[config.mk]
export PLATFORM = sky130hd
export DESIGN_NAME = serial_compare_ctrl
export DESIGN_NICKNAME = d
export VERILOG_FILES = /design/src/rtl/serial_cmp_pkg.sv /design/src/rtl/serial_msb_shifter.sv /design/src/rtl/serial_compare_ctrl.sv
export SDC_FILE = /design/constraint.sdc
export NUM_CORES = 1
export LEC_CHECK = 0
export CAP_MARGIN = 25
export CORE_ASPECT_RATIO = 1.4
export CORE_MARGIN = 2
export CORE_UTILIZATION = 50
export CTS_CLUSTER_SIZE = 20
export DETAILED_ROUTE_END_ITERATION = 10
export PLACE_DENSITY = 0.77
export SYNTH_ARGS = -nofsm -noshare
export SYNTH_HDL_FRONTEND = slang
export SYNTH_HIERARCHICAL = 1
export SYNTH_SLANG_ARGS = --single-unit
export TNS_END_PERCENT = 10
[constraint.sdc]
create_clock -name clk -period 2.25 [get_ports clk]
set_clock_uncertainty 0.05 [all_clocks]
set_input_delay 0.3375 -clock clk [delete_from_list [all_inputs] [get_ports clk]]
set_output_delay 0.3375 -clock clk [all_outputs]
set_load 0.05 [all_outputs]
[src/rtl/serial_cmp_pkg.sv]
// Shared types and constants for the bit-serial unsigned comparator controller.
package serial_cmp_pkg;

    typedef enum logic [1:0] {
        StIdle = 2'd0,
        StCmp  = 2'd1,
        StDone = 2'd2
    } cmp_state_t;

    localparam int unsigned DEFAULT_WIDTH = 32;

    // Result vector ordering is {gt, eq, lt}.
    localparam logic [2:0] RES_NONE = 3'b000;
    localparam logic [2:0] RES_GT   = 3'b100;
    localparam logic [2:0] RES_EQ   = 3'b010;
    localparam logic [2:0] RES_LT   = 3'b001;

endpackage

[src/rtl/serial_msb_shifter.sv]
// WIDTH-bit load/shift register, MSB-first, zero-filled; load takes priority over shift.
module serial_msb_shifter #(
    parameter int unsigned WIDTH = 32
) (
    input  logic             clk,
    input  logic             reset,
    input  logic             load_i,
    input  logic             shift_i,
    input  logic [WIDTH-1:0] data_i,
    output logic             msb_o
);

    logic [WIDTH-1:0] sr_q, sr_d;

    always_comb begin
        sr_d = sr_q;
        if (load_i) begin
            sr_d = data_i;
        end else if (shift_i) begin
            sr_d = {sr_q[WIDTH-2:0], 1'b0};
        end
    end

    always_ff @(posedge clk) begin
        if (reset) begin
            sr_q <= '0;
        end else begin
            sr_q <= sr_d;
        end
    end

    assign msb_o = sr_q[WIDTH-1];

endmodule

[src/rtl/serial_compare_ctrl.sv]
// Sequencing controller for the bit-serial unsigned comparator.
// Optional: define EARLY_EXIT_EN to finish on the first differing bit.
module serial_compare_ctrl
    import serial_cmp_pkg::*;
#(
    parameter int unsigned WIDTH = DEFAULT_WIDTH
) (
    input  logic             clk,
    input  logic             reset,
    input  logic             start_i,
    input  logic [WIDTH-1:0] a_i,
    input  logic [WIDTH-1:0] b_i,
    output logic             busy_o,
    output logic             done_o,
    output logic             gt_o,
    output logic             eq_o,
    output logic             lt_o
);

    localparam int unsigned CNT_W = $clog2(WIDTH + 1);

    cmp_state_t       state_q, state_d;
    logic [CNT_W-1:0] cnt_q, cnt_d;
    logic             decided_q, decided_d;
    logic             dir_q, dir_d;
    logic [2:0]       res_q, res_d;
    logic             load, shift, finish;
    logic             a_msb, b_msb;

    serial_msb_shifter #(.WIDTH(WIDTH)) u_shift_a (
        .clk     (clk),
        .reset   (reset),
        .load_i  (load),
        .shift_i (shift),
        .data_i  (a_i),
        .msb_o   (a_msb)
    );

    serial_msb_shifter #(.WIDTH(WIDTH)) u_shift_b (
        .clk     (clk),
        .reset   (reset),
        .load_i  (load),
        .shift_i (shift),
        .data_i  (b_i),
        .msb_o   (b_msb)
    );

    always_comb begin
        state_d   = state_q;
        cnt_d     = cnt_q;
        decided_d = decided_q;
        dir_d     = dir_q;
        res_d     = res_q;
        load      = 1'b0;
        shift     = 1'b0;
        finish    = 1'b0;
        case (state_q)
            StIdle, StDone: begin
                if (start_i) begin
                    load      = 1'b1;
                    cnt_d     = CNT_W'(WIDTH);
                    decided_d = 1'b0;
                    dir_d     = 1'b0;
                    res_d     = RES_NONE;
                    state_d   = StCmp;
                end else begin
                    state_d   = StIdle;
                end
            end
            StCmp: begin
                shift = 1'b1;
                cnt_d = cnt_q - 1'b1;
                // Sticky: only the first differing bit pair sets the direction.
                if (!decided_q && (a_msb != b_msb)) begin
                    decided_d = 1'b1;
                    dir_d     = a_msb;
                end
`ifdef EARLY_EXIT_EN
                finish = (cnt_q == CNT_W'(1)) || (!decided_q && (a_msb != b_msb));
`else
                finish = (cnt_q == CNT_W'(1));
`endif
                if (finish) begin
                    state_d = StDone;
                    res_d   = decided_d ? (dir_d ? RES_GT : RES_LT) : RES_EQ;
                end
            end
            default: state_d = StIdle;
        endcase
    end

    always_ff @(posedge clk) begin
        if (reset) begin
            state_q   <= StIdle;
            cnt_q     <= '0;
            decided_q <= 1'b0;
            dir_q     <= 1'b0;
            res_q     <= RES_NONE;
        end else begin
            state_q   <= state_d;
            cnt_q     <= cnt_d;
            decided_q <= decided_d;
            dir_q     <= dir_d;
            res_q     <= res_d;
        end
    end

    assign busy_o               = (state_q == StCmp);
    assign done_o               = (state_q == StDone);
    assign {gt_o, eq_o, lt_o}   = res_q;

endmodule
# After elaboration in Yosys (flattened, before gate mapping)

Cells that the tools add are included.

Add/subtract/negate cells: 1
Eq/ne operators: 6
Multiplexer cells: 24
Reductions and logical operators: 8

Operators with widths:

| cell                  | number |
|---|---|
| $mux W32              | 4 |
| $mux W3               | 4 |
| $pmux W6 S2           | 1 |
| $mux W1               | 9 |
| $eq A6 B1 Y1 const B  | 1 |
| $mux W6               | 1 |
| $pmux W3 S2           | 1 |
| $sub A6 B1 Y6 const B | 1 |
| $pmux W1 S2           | 2 |
| $pmux W2 S2           | 1 |
| $reduce_bool A2 Y1    | 2 |
| $reduce_and A3 Y1     | 1 |
| $eq A2 B1 Y1 const B  | 1 |
| $eq A2 B2 Y1 const B  | 1 |
| $logic_not A2 Y1      | 1 |
| $mux W2               | 1 |
| $ne A2 B1 Y1 const B  | 1 |
| $ne A2 B2 Y1 const B  | 1 |
| $reduce_and A2 Y1     | 1 |
| $reduce_or A2 Y1      | 1 |
| $logic_and A1 B1 Y1   | 1 |
| $logic_not A1 Y1      | 1 |
| $ne A1 B1 Y1          | 1 |

Register bits after elaboration: 77
Input port bits: 67
Output and inout port bits: 5

# Longest topological paths before layout

Depth after elaboration: 8
Gate-level depth with buffers: 6
Depth with buffers taken out: 5

# Hierarchy

Netlist, hierarchy kept.

By module, submodules not included:

| module              | instances | cells an instance | area each (um^2) |
|---|---|---|---|
| serial_msb_shifter  | 2         | 142               | 1661.6 |
| serial_compare_ctrl | 1         | 75                | 629.4 |

# Least setup slack after synthesis

Ideal clock, no wire load.

Path kind: flip-flop to flip-flop
Start: register state_q[0]
End: register u_shift_a.sr_q[20]
Setup time: 0.130 ns
Data arrival time: 1.268 ns
Data required time: 2.070 ns
Path slack: 0.802 ns
Stages on the path, launching flop included: 6
Path buffers: 1
Clock period less this slack: 1.448 ns
Path through: dfxtp_1 nand2b_1 inv_1 clkbuf_1 nor2b_1 a211oi_2

Cells in the longest elaborated chain, start to end: 4
Elaborated cells on any way between the ends: 8
Those cells by class: 2 x eq/ne; 3 x mux; 3 x reduce/logical

Ends and longest elaborated chain:

| item                                             | RTL line                   | source |
|---|---|---|
| from (decl)                                      | serial_compare_ctrl.sv:22  | `cmp_state_t state_q, state_d;` |
| from (signal assigned)                           | serial_compare_ctrl.sv:94  | `state_q <= StIdle;` |
| from (signal assigned)                           | serial_compare_ctrl.sv:100 | `state_q <= state_d;` |
| $eq A2 B2 Y1 or $logic_not A2 Y1 (tied branches) | serial_compare_ctrl.sv:57  | `case (state_q)` |
| $reduce_or A2 Y1 (*)                             | serial_compare_ctrl.sv:57  |  |
| $mux W1 (*)                                      | serial_compare_ctrl.sv:57  |  |
| via load                                         | serial_compare_ctrl.sv:27  | `logic load, shift, finish;` |
| $mux W32 or $reduce_bool A2 Y1 (tied branches)   | --                         |  |
| to (signal assigned)                             | serial_msb_shifter.sv:28   | `sr_q <= sr_d;` |
| to (decl)                                        | serial_msb_shifter.sv:13   | `logic [WIDTH-1:0] sr_q, sr_d;` |

The timed path passes the listed nets; every way through them passes the cells marked *.
A chain may end at the register's enable or synchronous reset.

# Final worst setup path

Start: register state_q[0]
End: output done_o

Cells in the longest elaborated chain, start to end: 1

Ends and longest elaborated chain:

| item         | RTL line                   | source |
|---|---|---|
| $eq A2 B2 Y1 | serial_compare_ctrl.sv:109 | `assign done_o = (state_q == StDone);` |
| to (decl)    | serial_compare_ctrl.sv:14  | `output logic done_o,` |

No other way between the ends.

==> key figures <==
Outcome
  • Status: complete, no violations

Place
  • Detail Placement HPWL: around 5000 um
  • Cells after DPL: approximately 510
  • Pre-CTS WS: approximately 0.37 ns
  • IO buf count: 71
  • Routability cong.: between 0.7 and 0.8
  • DP Area: between 4000 and 5000 um2

Route
  • Via Count: between 2k and 3k
  • DR vias/cell: 5.231
  • Iter 0 DRT Violations: a little under 100
  • Post-route DRC: 0
  • DRT antenna net count: 0
  • Final wirelength: just over 7000 um
  • 1st-pass router iterations: 4
  • Routed len/inst: between 10 and 15 um

Yosys
  • Synth Instances: around 360
  • Net count after synthesis: about 430
  • Most common cell in the netlist: dfxtp_1
  • Ys flop type: dfxtp_1
  • Post-synth top cells: dfxtp_1, mux2i_1, nor2b_1
  • Post-Syn Area: roughly 4000 um2
  • Async SR Flop Fraction: 0%
  • Post-synth EDFFs: 0
  • Yosys reg bits: 77
  • Syn avg cell area: 11.01 um2
  • Dominant cells by area after synthesis: dfxtp_1, a211oi_2, mux2i_1
  • Biggest area consumer among synthesized cells: dfxtp_1
  • Area share of the largest cell type after synthesis: about two fifths
  • Synth warn: 6
  • Synth unique cells: 35
  • Seq/Total Area, Yosys: between 30% and 40%

Layout
  • Fin nets: ~500
  • Non-Filler Instances: 528
  • Cell area after layout: approximately 4900 um2
  • ANT cells: 0
  • Fin util: about 64%
  • Area growth syn-to-layout: 23.90%
  • Share of layout cells above drive strength 1: between 20% and 30%
  • Multi-input gate area: between 2000 and 2500 um2
  • FILL cells: 653
  • FF+latch area: about 1500 um2

Worst setup path
  • WP data arrival: around 1.7 ns
  • CP startpoint kind: flop
  • Critical path type: flop to output port
  • CP Capture Type: output port
  • Worst-path fanout max: 3
  • CP required: about 1.9 ns

Timing
  • Hold Vio Cnt, Final: 0
  • Final period demand of the worst path: about 2.1 ns
  • Achievable Freq: about 0.49 GHz
  • Worst slew pin tran: around 0.49 ns
  • Fin Setup TNS: 0 ns
  • Slew Viols, Final: 0
  • Final worst slack: between 0.15 and 0.2 ns
  • Slew headroom: 66.99%
  • Final setup vio count: 0
  • Final period utilization: about 91%
  • RSZ-0062 raised after global routing: false

Global routing
  • Grt ovf: 0
  • First-pass GRT wire length: between 10000 and 15000 um
  • Vias in the first global route: ~2.7k
  • Initial antenna violation count: 0
  • GRT Overall Usage: 17.48%
  • Largest net degree at the start of global routing: between 70 and 80

Clocking
  • Post-CTS setup buffer count: 0
  • TritonCTS clock tree: yes
  • Hold buffers post-CTS: 0
  • Clk_lat worst skew: around 0.34 ns
  • Clock root cell: clkbuf_8
  • CTS H-tree depth: 3
  • Clock Tree Buf Depth: 2
  • Worst-path clk slew: around 0.070 ns
  • Sink Count: 77
  • Post_cts resized: 0
  • Total CTS buffers: 9

Floorplanning
  • # IOs: around 70
  • Starting Density: 51.32%
  • Core Box Area: about 7700 um2
  • DIE WIDTH: ~79 um
  • Row cnt: 38
  • Die area: 8643 um2
  • Die height: between 100 and 150 um

Power and ir drop
  • Leak Pwr: about 1.7 nW
  • Worst vdd ir: 0.0004016 V
  • Pwr Density: just under 700 nW/um2

Job
  • Max Cap Viol: 0

Min path
  • Hold WC Path Type: input pin to flop
-- final cells by class --
type                       count  share of cell area (%)
inverter                       7                  0.6387
sequential                    77                   31.48
clock inverter                 5                   1.201
multi-input combinational    248                   43.92
clock buffer                  11                   2.887
timing repair buffer          80                   17.32
tap                          100                   2.555
-- where the power goes --
part | internal, W | switching, W
clock network | 0.000545 | 0.000500
logic | 0.000385 | 0.000335
registers | 0.00149 | 0.0000760
total | 0.00242 | 0.000911
-- critical path, cell delays in order, from the launching register on --
cell and delay, ns:
dfxtp_1 0.35, and2b_1 0.19, clkdlybuf4s50_1 0.79
-- routing by layer --
layer | track usage (%) | wire length [um]
met1 | 19.13 | 3022
met2 | 32.69 | 3860
met3 | 3.642 | 268
met4 | 6.650 | 98
met5 | 0 | 0
-- cell families (layout without fill, tap and decap cells) --
group / count (synthesis) / in the layout / synth area share, %
multiplexers: 63 / 63 / 15.99
flip-flops: 77 / 77 / 39.00
AO/OA/AOI/OAI: 82 / 82 / 22.32
adder cells (fa/ha/maj): 2 / 2 / 0.6330
buffers and inverters: 34 / 103 / 6.585
XOR/XNOR: 1 / 1 / 0.2216
AND/OR/NAND/NOR: 100 / 100 / 15.26
-- flip-flops by register name, summed over array words and instances, names as in the netlist --
name            flops
u_shift_b/sr_q     32
decided_q           1
state_q             2
res_q               3
cnt_q               6
u_shift_a/sr_q     32
dir_q               1
-- metrics by stage --
step	hold slack [ns]	power, W
after floorplan	0.3521	0.002126
after global placement	0.4123	0.002303
after detailed placement	0.4219	0.002324
after CTS	0.3508	0.003370
after global routing	0.3672	0.003494
final	0.3614	0.003331
-- cells in the final DEF, fill, tap and decap left out, types with 3 or more instances in the layout --
cell type / n
nor2b_1: 62
a211oi_1: 3
nor2_1: 10
buf_12: 6
a211oi_2: 60
dfxtp_1: 77
mux2i_1: 62
inv_1: 6
a21oi_1: 14
nand2b_1: 3
nand3_1: 4
clkbuf_8: 10
buf_4: 5
clkdlybuf4s50_1: 69
nand2_1: 6
-- final timing paths --
check | start | to | slack, ns | cells past startpoint
hold reg to reg | res_q[1] | res_q[1] | 0.43 | 2
setup reg to reg | state_q[0] | u_shift_a/sr_q[1] | 0.64 | 5
hold / removal | reset | u_shift_a/sr_q[0] | 0.36 | 2
setup / recovery | state_q[0] | done_o | 0.20 | 2
Power figures use the tool's default switching activity.
